==> src/rtl/fa_anneal_sched_pkg.sv <==
// Shared types for the full-adder p-bit scheduler: FSM states, job modes, clamp encoding.
// Latency: none (types and a pure combinational helper only).
// Backpressure: n/a.
package fa_sched_pkg;

    typedef enum logic [2:0] {
        IDLE,
        SETTLE,
        ANNEAL,
        SAMPLE,
        DONE
    } state_t;

    localparam logic [1:0] MODE_FWD  = 2'd0;
    localparam logic [1:0] MODE_INV  = 2'd1;
    localparam logic [1:0] MODE_SUB  = 2'd2;
    localparam logic [1:0] MODE_FREE = 2'd3;

    // bit1 = clamped, bit0 = clamp value
    localparam logic [1:0] CLAMP_FREE = 2'b00;
    localparam logic [1:0] CLAMP_0    = 2'b10;
    localparam logic [1:0] CLAMP_1    = 2'b11;

    // Field order matches the network bit order {cout,s,cin,b,a}, so the
    // packed struct can be indexed as a flat vector with bit i at [2i+1:2i].
    typedef struct packed {
        logic [1:0] cout;
        logic [1:0] s;
        logic [1:0] cin;
        logic [1:0] b;
        logic [1:0] a;
    } clamp_t;

    function automatic logic [1:0] clamp_of(input logic v);
        return v ? CLAMP_1 : CLAMP_0;
    endfunction

    // Which network nodes are pinned, and to what, for each job mode.
    function automatic clamp_t clamp_map(input logic [1:0] mode, input logic [2:0] bits);
        clamp_t c;
        c = '0;
        case (mode)
            MODE_FWD: begin
                c.a   = clamp_of(bits[2]);
                c.b   = clamp_of(bits[1]);
                c.cin = clamp_of(bits[0]);
            end
            MODE_INV: begin
                c.s    = clamp_of(bits[2]);
                c.cout = clamp_of(bits[1]);
            end
            MODE_SUB: begin
                c.a   = clamp_of(bits[2]);
                c.s   = clamp_of(bits[1]);
                c.cin = clamp_of(bits[0]);
            end
            default: c = '0;
        endcase
        return c;
    endfunction

endpackage

==> src/rtl/fa_anneal_sched_if.sv <==
// Job request and result return handshakes between host and scheduler.
// Latency: none (wiring only).
// Backpressure: valid/ready on both the job and the result channel.
interface fa_anneal_sched_if;
    logic       job_valid;
    logic       job_ready;
    logic [1:0] job_mode;
    logic [2:0] job_bits;
    logic       res_valid;
    logic       res_ready;
    logic [4:0] res_bits;

    modport master (
        output job_valid, job_mode, job_bits, res_ready,
        input  job_ready, res_valid, res_bits
    );

    modport slave (
        input  job_valid, job_mode, job_bits, res_ready,
        output job_ready, res_valid, res_bits
    );
endinterface

==> src/rtl/fa_anneal_sched_tally.sv <==
// Five per-p-bit ones counters with clear/enable and a strict-majority output.
// Latency: counts update on the enabled edge; majority is combinational from the counts.
// Backpressure: none; the caller gates en for exactly the sample window.
module pbit_tally #(
    parameter int N_SAMPLES = 1024
) (
    input  logic       clk,
    input  logic       reset,
    input  logic       clr,
    input  logic       en,
    input  logic [4:0] bits,
    output logic [4:0] maj
);
    localparam int TW = $clog2(N_SAMPLES + 1);
    // 2*count needs one extra bit; compare against N at that width.
    localparam logic [TW:0] N_X = (TW + 1)'(N_SAMPLES);

    logic [TW-1:0] cnt [5];

    // Accumulate ones while enabled; clearing wins over counting.
    always_ff @(posedge clk) begin
        if (reset || clr) begin
            for (int i = 0; i < 5; i++) cnt[i] <= '0;
        end else if (en) begin
            for (int i = 0; i < 5; i++) cnt[i] <= cnt[i] + TW'(bits[i]);
        end
    end

    // Majority is strict: exactly half ones resolves to 0.
    always_comb begin
        maj = '0;
        for (int i = 0; i < 5; i++) maj[i] = {cnt[i], 1'b0} > N_X;
    end
endmodule

==> src/rtl/fa_anneal_sched.sv <==
// Runs one full-adder p-bit job: clamp, settle in reset, anneal I_0 (FA_SCHED_ANNEAL_EN), sample, vote.
// Latency: SETTLE_CYCLES + anneal + N_SAMPLES + 1 cycles from job acceptance to res_valid.
// Backpressure: one job at a time; job_ready only in IDLE, result held until res_ready.
module fa_anneal_sched
    import fa_sched_pkg::*;
#(
    parameter logic [3:0] I0_START      = 4'd1,
    parameter logic [3:0] I0_END        = 4'd4,
    parameter int         STEP_CYCLES   = 256,
    parameter int         N_SAMPLES     = 1024,
    parameter int         SETTLE_CYCLES = 2
) (
    input  logic               clk,
    input  logic               reset,
    fa_anneal_sched_if.slave   bus,
    output logic               fa_reset,
    output logic               fa_update_mode,
    output logic [3:0]         fa_i0,
    output logic [1:0]         a_clamp,
    output logic [1:0]         b_clamp,
    output logic [1:0]         cin_clamp,
    output logic [1:0]         s_clamp,
    output logic [1:0]         cout_clamp,
    input  logic [4:0]         fa_p_bits
);
    localparam int CMAX0 = (N_SAMPLES > STEP_CYCLES) ? N_SAMPLES : STEP_CYCLES;
    localparam int CMAX  = (CMAX0 > SETTLE_CYCLES) ? CMAX0 : SETTLE_CYCLES;
    localparam int CW    = $clog2(CMAX + 1);

    state_t        state, state_nxt;
    logic [CW-1:0] cnt, cnt_nxt;
    logic [3:0]    i0_nxt;
    clamp_t        clamp, clamp_nxt;
    logic [9:0]    clamp_vec;
    logic [4:0]    maj;
    logic [4:0]    res;
    logic          accept;

    assign bus.job_ready = (state == IDLE);
    assign accept        = bus.job_valid && bus.job_ready;

    // State, phase counter, temperature and clamp registers.
    always_ff @(posedge clk) begin
        if (reset) begin
            state <= IDLE;
            cnt   <= '0;
            fa_i0 <= I0_START;
            clamp <= '0;
        end else begin
            state <= state_nxt;
            cnt   <= cnt_nxt;
            fa_i0 <= i0_nxt;
            clamp <= clamp_nxt;
        end
    end

    // Phase sequencing; one shared counter times whichever phase is active.
    always_comb begin
        state_nxt = state;
        cnt_nxt   = cnt;
        i0_nxt    = fa_i0;
        clamp_nxt = clamp;
        case (state)
            IDLE: begin
                cnt_nxt   = '0;
                i0_nxt    = I0_START;
                clamp_nxt = '0;
                if (accept) begin
                    state_nxt = SETTLE;
                    clamp_nxt = clamp_map(bus.job_mode, bus.job_bits);
`ifdef FA_SCHED_ANNEAL_EN
                    i0_nxt    = I0_START;
`else
                    i0_nxt    = I0_END;
`endif
                end
            end
            SETTLE: begin
                if (cnt == CW'(SETTLE_CYCLES - 1)) begin
                    cnt_nxt   = '0;
`ifdef FA_SCHED_ANNEAL_EN
                    state_nxt = ANNEAL;
`else
                    state_nxt = SAMPLE;
`endif
                end else begin
                    cnt_nxt = cnt + CW'(1);
                end
            end
            ANNEAL: begin
                // >= rather than == so a start above the end still leaves after one step.
                if (cnt == CW'(STEP_CYCLES - 1)) begin
                    cnt_nxt = '0;
                    if (fa_i0 >= I0_END) state_nxt = SAMPLE;
                    else                 i0_nxt    = fa_i0 + 4'd1;
                end else begin
                    cnt_nxt = cnt + CW'(1);
                end
            end
            SAMPLE: begin
                if (cnt == CW'(N_SAMPLES - 1)) begin
                    cnt_nxt   = '0;
                    state_nxt = DONE;
                end else begin
                    cnt_nxt = cnt + CW'(1);
                end
            end
            DONE: begin
                if (bus.res_ready) begin
                    state_nxt = IDLE;
                    clamp_nxt = '0;
                end
            end
            default: state_nxt = IDLE;
        endcase
    end

    pbit_tally #(.N_SAMPLES(N_SAMPLES)) u_tally (
        .clk   (clk),
        .reset (reset),
        .clr   (state == IDLE),
        .en    (state == SAMPLE),
        .bits  (fa_p_bits),
        .maj   (maj)
    );

    assign clamp_vec = clamp;

    // Result: vote per bit, but a clamped node reports its clamp value.
    always_comb begin
        res = '0;
        if (state == DONE) begin
            for (int i = 0; i < 5; i++) res[i] = clamp_vec[2*i+1] ? clamp_vec[2*i] : maj[i];
        end
    end

    assign bus.res_valid  = (state == DONE);
    assign bus.res_bits   = res;
    assign fa_reset       = (state == IDLE) || (state == SETTLE);
    assign fa_update_mode = 1'b0;
    assign a_clamp        = clamp.a;
    assign b_clamp        = clamp.b;
    assign cin_clamp      = clamp.cin;
    assign s_clamp        = clamp.s;
    assign cout_clamp     = clamp.cout;
endmodule

==> src/flat_wrapper.sv <==
// flat-port wrapper written by rule: the top's interface ports become plain ports
module fa_anneal_sched_flat import fa_sched_pkg::*;
#(
    parameter logic [3:0] I0_START      = 4'd1,
    parameter logic [3:0] I0_END        = 4'd4,
    parameter int         STEP_CYCLES   = 256,
    parameter int         N_SAMPLES     = 1024,
    parameter int         SETTLE_CYCLES = 2
)
  (clk, reset, fa_reset, fa_update_mode, fa_i0, a_clamp, b_clamp, cin_clamp, s_clamp, cout_clamp, fa_p_bits, bus_job_valid, bus_job_mode, bus_job_bits, bus_res_ready, bus_job_ready, bus_res_valid, bus_res_bits);
  fa_anneal_sched_if bus_i ();
  input  logic clk;
  input  logic reset;
  output logic fa_reset;
  output logic fa_update_mode;
  output logic [3:0] fa_i0;
  output logic [1:0] a_clamp;
  output logic [1:0] b_clamp;
  output logic [1:0] cin_clamp;
  output logic [1:0] s_clamp;
  output logic [1:0] cout_clamp;
  input  logic [4:0] fa_p_bits;
  input wire logic [$bits(bus_i.job_valid)-1:0] bus_job_valid;
  input wire logic [$bits(bus_i.job_mode)-1:0] bus_job_mode;
  input wire logic [$bits(bus_i.job_bits)-1:0] bus_job_bits;
  input wire logic [$bits(bus_i.res_ready)-1:0] bus_res_ready;
  output wire logic [$bits(bus_i.job_ready)-1:0] bus_job_ready;
  output wire logic [$bits(bus_i.res_valid)-1:0] bus_res_valid;
  output wire logic [$bits(bus_i.res_bits)-1:0] bus_res_bits;
  assign bus_i.job_valid = bus_job_valid;
  assign bus_i.job_mode = bus_job_mode;
  assign bus_i.job_bits = bus_job_bits;
  assign bus_i.res_ready = bus_res_ready;
  assign bus_job_ready = bus_i.job_ready;
  assign bus_res_valid = bus_i.res_valid;
  assign bus_res_bits = bus_i.res_bits;
  fa_anneal_sched #(.I0_START(I0_START), .I0_END(I0_END), .STEP_CYCLES(STEP_CYCLES), .N_SAMPLES(N_SAMPLES), .SETTLE_CYCLES(SETTLE_CYCLES)) u_core (.clk(clk), .reset(reset), .bus(bus_i), .fa_reset(fa_reset), .fa_update_mode(fa_update_mode), .fa_i0(fa_i0), .a_clamp(a_clamp), .b_clamp(b_clamp), .cin_clamp(cin_clamp), .s_clamp(s_clamp), .cout_clamp(cout_clamp), .fa_p_bits(fa_p_bits));
endmodule
==> config.mk <==
export PLATFORM = sky130hd
export DESIGN_NAME = fa_anneal_sched_flat
export DESIGN_NICKNAME = d
export VERILOG_FILES = /design/src/rtl/fa_anneal_sched_pkg.sv /design/src/rtl/fa_anneal_sched_if.sv /design/src/rtl/fa_anneal_sched_tally.sv /design/src/rtl/fa_anneal_sched.sv /design/src/flat_wrapper.sv
export SDC_FILE = /design/constraint.sdc
export NUM_CORES = 1
export LEC_CHECK = 0
export ABC_AREA = 1
export BUFFER_PORTS_ARGS = -buffer_cell sky130_fd_sc_hd__buf_4
export CAP_MARGIN = 20
export CELL_PAD_IN_SITES_DETAIL_PLACEMENT = 1
export CELL_PAD_IN_SITES_GLOBAL_PLACEMENT = 1
export CORE_AREA = 2 2 107 109
export DETAILED_ROUTE_END_ITERATION = 7
export DIE_AREA = 0 0 109 111
export HOLD_SLACK_MARGIN = 0.03
export PLACE_DENSITY = 0.9
export SYNTH_ARGS = -nofsm -noshare
export SYNTH_HDL_FRONTEND = slang
export SYNTH_HIERARCHICAL = 1
export SYNTH_SLANG_ARGS = --single-unit
export TNS_END_PERCENT = 10
==> constraint.sdc <==
create_clock -name clk -period 3.8 [get_ports clk]
set_clock_uncertainty 0.1 [all_clocks]
set_input_delay 0.57 -clock clk [delete_from_list [all_inputs] [get_ports clk]]
set_output_delay 0.57 -clock clk [all_outputs]
set_load 0.01 [all_outputs]
==> results.txt <==
----------------------------------------------------
[Yosys]
  Post-synthesis cell count ... 616
  Top cells by area in the synthesized netlist ... edfxtp_1, dfxtp_1, nand2_1
  Synth top area share ... 34.4%
  Sequential fraction of the synthesis area ... 45.7%
  Leading area contributor after synthesis ... edfxtp_1
  Netlist area before placement ... 0.00480 mm^2
  Post-synth EDFFs ... 55
  Total of warnings raised by yosys ... 6
  Synth Net Count ... 646
  Most used flip-flop cell after synthesis ... edfxtp_1
  Most common cell in the synthesized netlist ... nand2_1
  Mean Syn Cell Area ... 7.79 um^2
  Yosys reg bits ... 82
  Most used standard cells in the synthesized netlist ... nand2_1, nor2_1, inv_1, a21oi_1, edfxtp_1
  Async set-reset flop share out of synthesis ... 0%
  Unique masters post-synth ... 38

[STA]
  Final-layout worst hold slack ... 0.376 ns
  Number of failing hold endpoints at the final stage ... 0
  Max frequency ... 352 MHz
  Post-route clock period utilization ... 74.8%
  Worst slew margin relative to its limit ... 35.4%
  Slew Limit Fails ... 0
  Slew of the pin with the lowest slew margin ... 0.968 ns
  Min Tclk post-route ... 2.84 ns
  Unrepaired setup endpoints after global routing ... false
  Final-layout setup total negative slack ... 0 ns
  Number of failing setup endpoints in the final timing report ... 0

[Clocking]
  Clock tree buffer depth ... 2
  Number of hold buffers added after CTS ... 0
  Clock tree from TritonCTS ... done
  Clk sinks ... 82
  Clk pin slew, worst setup/hold paths ... 0.06 ns
  Post-cts gate resize count ... 0
  Total number of H-tree levels ... 3
  Setup fix buffers added after clock tree synthesis ... 0
  Total CTS buffers ... 9
  Buffer type at the clock tree root ... clkbuf_16
  Worst skew pair latency ... 0.34 ns

[Power and ir drop]
  Fraction of power consumed by combinational cells ... 27.1%
  Internal power consumption ... 2.30 mW
  Clock network fraction of total power ... 30.0%
  Power density cells ... 643 mW/mm^2
  Switching power ... 1.27 mW
  Leakage dissipation ... 2.22 nW
  Share of total power in sequential cells ... 42.8%
  Max IR drop VDD ... 0.000346 V
  Switching Share ... 35.5%

[Status]
  Result of the run ... completed

[Cells and area]
  Layout cell share with drive strength beyond 1 ... 12.6%
  Count of inserted antenna diode cells ... 0
  Post-route non-filler standard cell count ... 800
  Synth-to-Final Area Change ... 15.5%
  Nets ... 682
  FILL cells ... 1348

[Floorplanning]
  Top-level port count ... 37
  Std cell rows ... 39
  Starting utilization of the core area ... 43.3%
  Core region area ... 0.0111 mm^2
  DIE WIDTH ... 109 um
  Die Ht ... 111 um
  Total Die Area ... 0.0121 mm^2

[Placed design]
  Count of port buffers added during placement ... 35
  Final HPWL DP ... 8960 um
  Final RePlAce weighted congestion ... 0.844
  Placed instance count ... 784

[Detailed routing]
  Via count ... 4231
  Via density per instance ... 5.29
  Post-detailed-route wirelength per cell ... 15.8 um
  Total wire length after detailed routing ... 12700 um
  Iteration-0 DRC count of the detailed router ... 271
  Length of the first detailed-routing pass in iterations ... 4
  Count of antenna-violating nets left after detailed routing ... 0
  DRC violation count after routing ... 0

[Global route]
  Via count of the first global-routing pass ... 4488
  Total congestion overflow after global routing ... 0
  Antenna violations before repair ... 0
  Tot GR Track Use ... 22.2%
  Wire length of the first global-routing pass ... 21400 um
  Largest net degree at the start of global routing ... 36

[Worst setup path]
  Critical path capture point type ... flip-flop
  Max Fanout on Critical Path ... 35
  Crit path required time ... 3.89 ns
  Worst Path Class, Setup ... flip-flop to flip-flop
  Element type at the critical path start ... flip-flop
  Data arrival, critical path ... 2.93 ns

[Hold path]
  Worst hold path type ... input pin to flip-flop

[Job]
  Number of violations of the max-capacitance limit ... 0

----------------------------------------------------
==> kinds of logic (layout without fill, tap and decap cells) <==
group	Yosys count	in the layout	synth area share, %
xor gates and xnor gates	4	4	0.730
adders and majority gates	16	16	4.17
buffers and inverters	79	120	6.99
AOI/OAI and AO/OA	81	81	9.08
other	1	1	0.0782
muxes	3	3	0.626
DFF	82	82	45.7
and+or+nand+nor	350	350	32.6
==> cell type report <==
cell class	count	area (um^2)	share of cell area, %
well taps	143	179	3.23
flip-flops and latches	82	2190	39.5
clock buffers	11	243	4.38
inverters	67	251	4.54
multi-input cells	455	2270	41.0
repair buffers	37	278	5.01
clock inverters	5	125	2.26
==> metal layers <==
| metal | wire length [um] | part of all wire [%] | GRT usage [%] | vias up |
|---|---|---|---|---|
| li1 | - | - | - | 2085 |
| met1 | 5490 | 43 | 26.5 | 2081 |
| met2 | 6710 | 53 | 40.4 | 49 |
| met3 | 278 | 2.2 | 3.29 | 16 |
| met4 | 197 | 1.6 | 6.67 | 0 |
| met5 | 0 | 0 | 0 | - |
==> flip-flops by register name, indices dropped and copies added, names as in the netlist <==
register and count:
u_core/cin_clamp 2, u_core/cnt 11, u_core/state 3, u_core/u_tally/cnt 55, u_core/fa_i0 4, u_core/cout_clamp 2
u_core/s_clamp 2, u_core/b_clamp 2, u_core/a_clamp 1
==> worst paths after layout <==
| path | from | endpoint | slack [ns] | cells after the start |
|---|---|---|---|---|
| setup / recovery | u_core/state[2] | u_core/u_tally/cnt[0][36] | 0.96 | 8 |
| setup reg to reg | u_core/state[2] | u_core/u_tally/cnt[0][36] | 0.96 | 8 |
| hold / removal | bus_job_bits[0] | u_core/cin_clamp[0] | 0.38 | 3 |
| hold reg to reg | u_core/fa_i0[3] | u_core/fa_i0[3] | 0.40 | 2 |
==> power groups by stage <==
stage	registers [mW]	logic (mW)	clock network, mW
detailed placement	1.53	0.951	0
global placement	1.51	0.898	0
floorplan	1.46	0.692	0
CTS	1.52	0.974	1.09
global route	1.57	1.09	1.12
finish	1.53	0.967	1.07
==> critical path: stages, from the launching register on <==
cell and delay [ns]:
dfxtp_1 0.77, nor2_4 0.09, nand2_2 0.14, inv_1 0.08
inv_1 0.10, nand3_2 0.37, inv_2 0.65, o21ai_0 0.23
a21oi_1 0.15
==> layout by cell type (no fill, tap or decap), types with 3 or more instances in the layout <==
master     count
nand2_1      139
a22oi_1        3
bufinv_16      4
nor3_1         6
mux2i_1        3
o21ai_0       13
nor2_2         5
dfxtp_1       27
a21oi_1       55
clkbuf_16      9
nor2_4         9
nand3_1       40
buf_4         37
nor2_1       125
edfxtp_1      55
nand3_2        9
ha_1          16
nand2_2        5
inv_1         65
nor3b_1        6
==> through the flow <==
stage,setup slack [ns],area [um^2],util [%],total power [mW]
floorplan,0.913,4800,-,2.15
global placement,1.14,5170,46.7,2.41
detailed placement,0.962,5170,46.7,2.49
CTS,0.911,5540,50.0,3.59
global route,0.719,5540,50.0,3.78
finish,0.956,5540,50.0,3.57
Note: power is estimated with default switching activity, not from simulation.
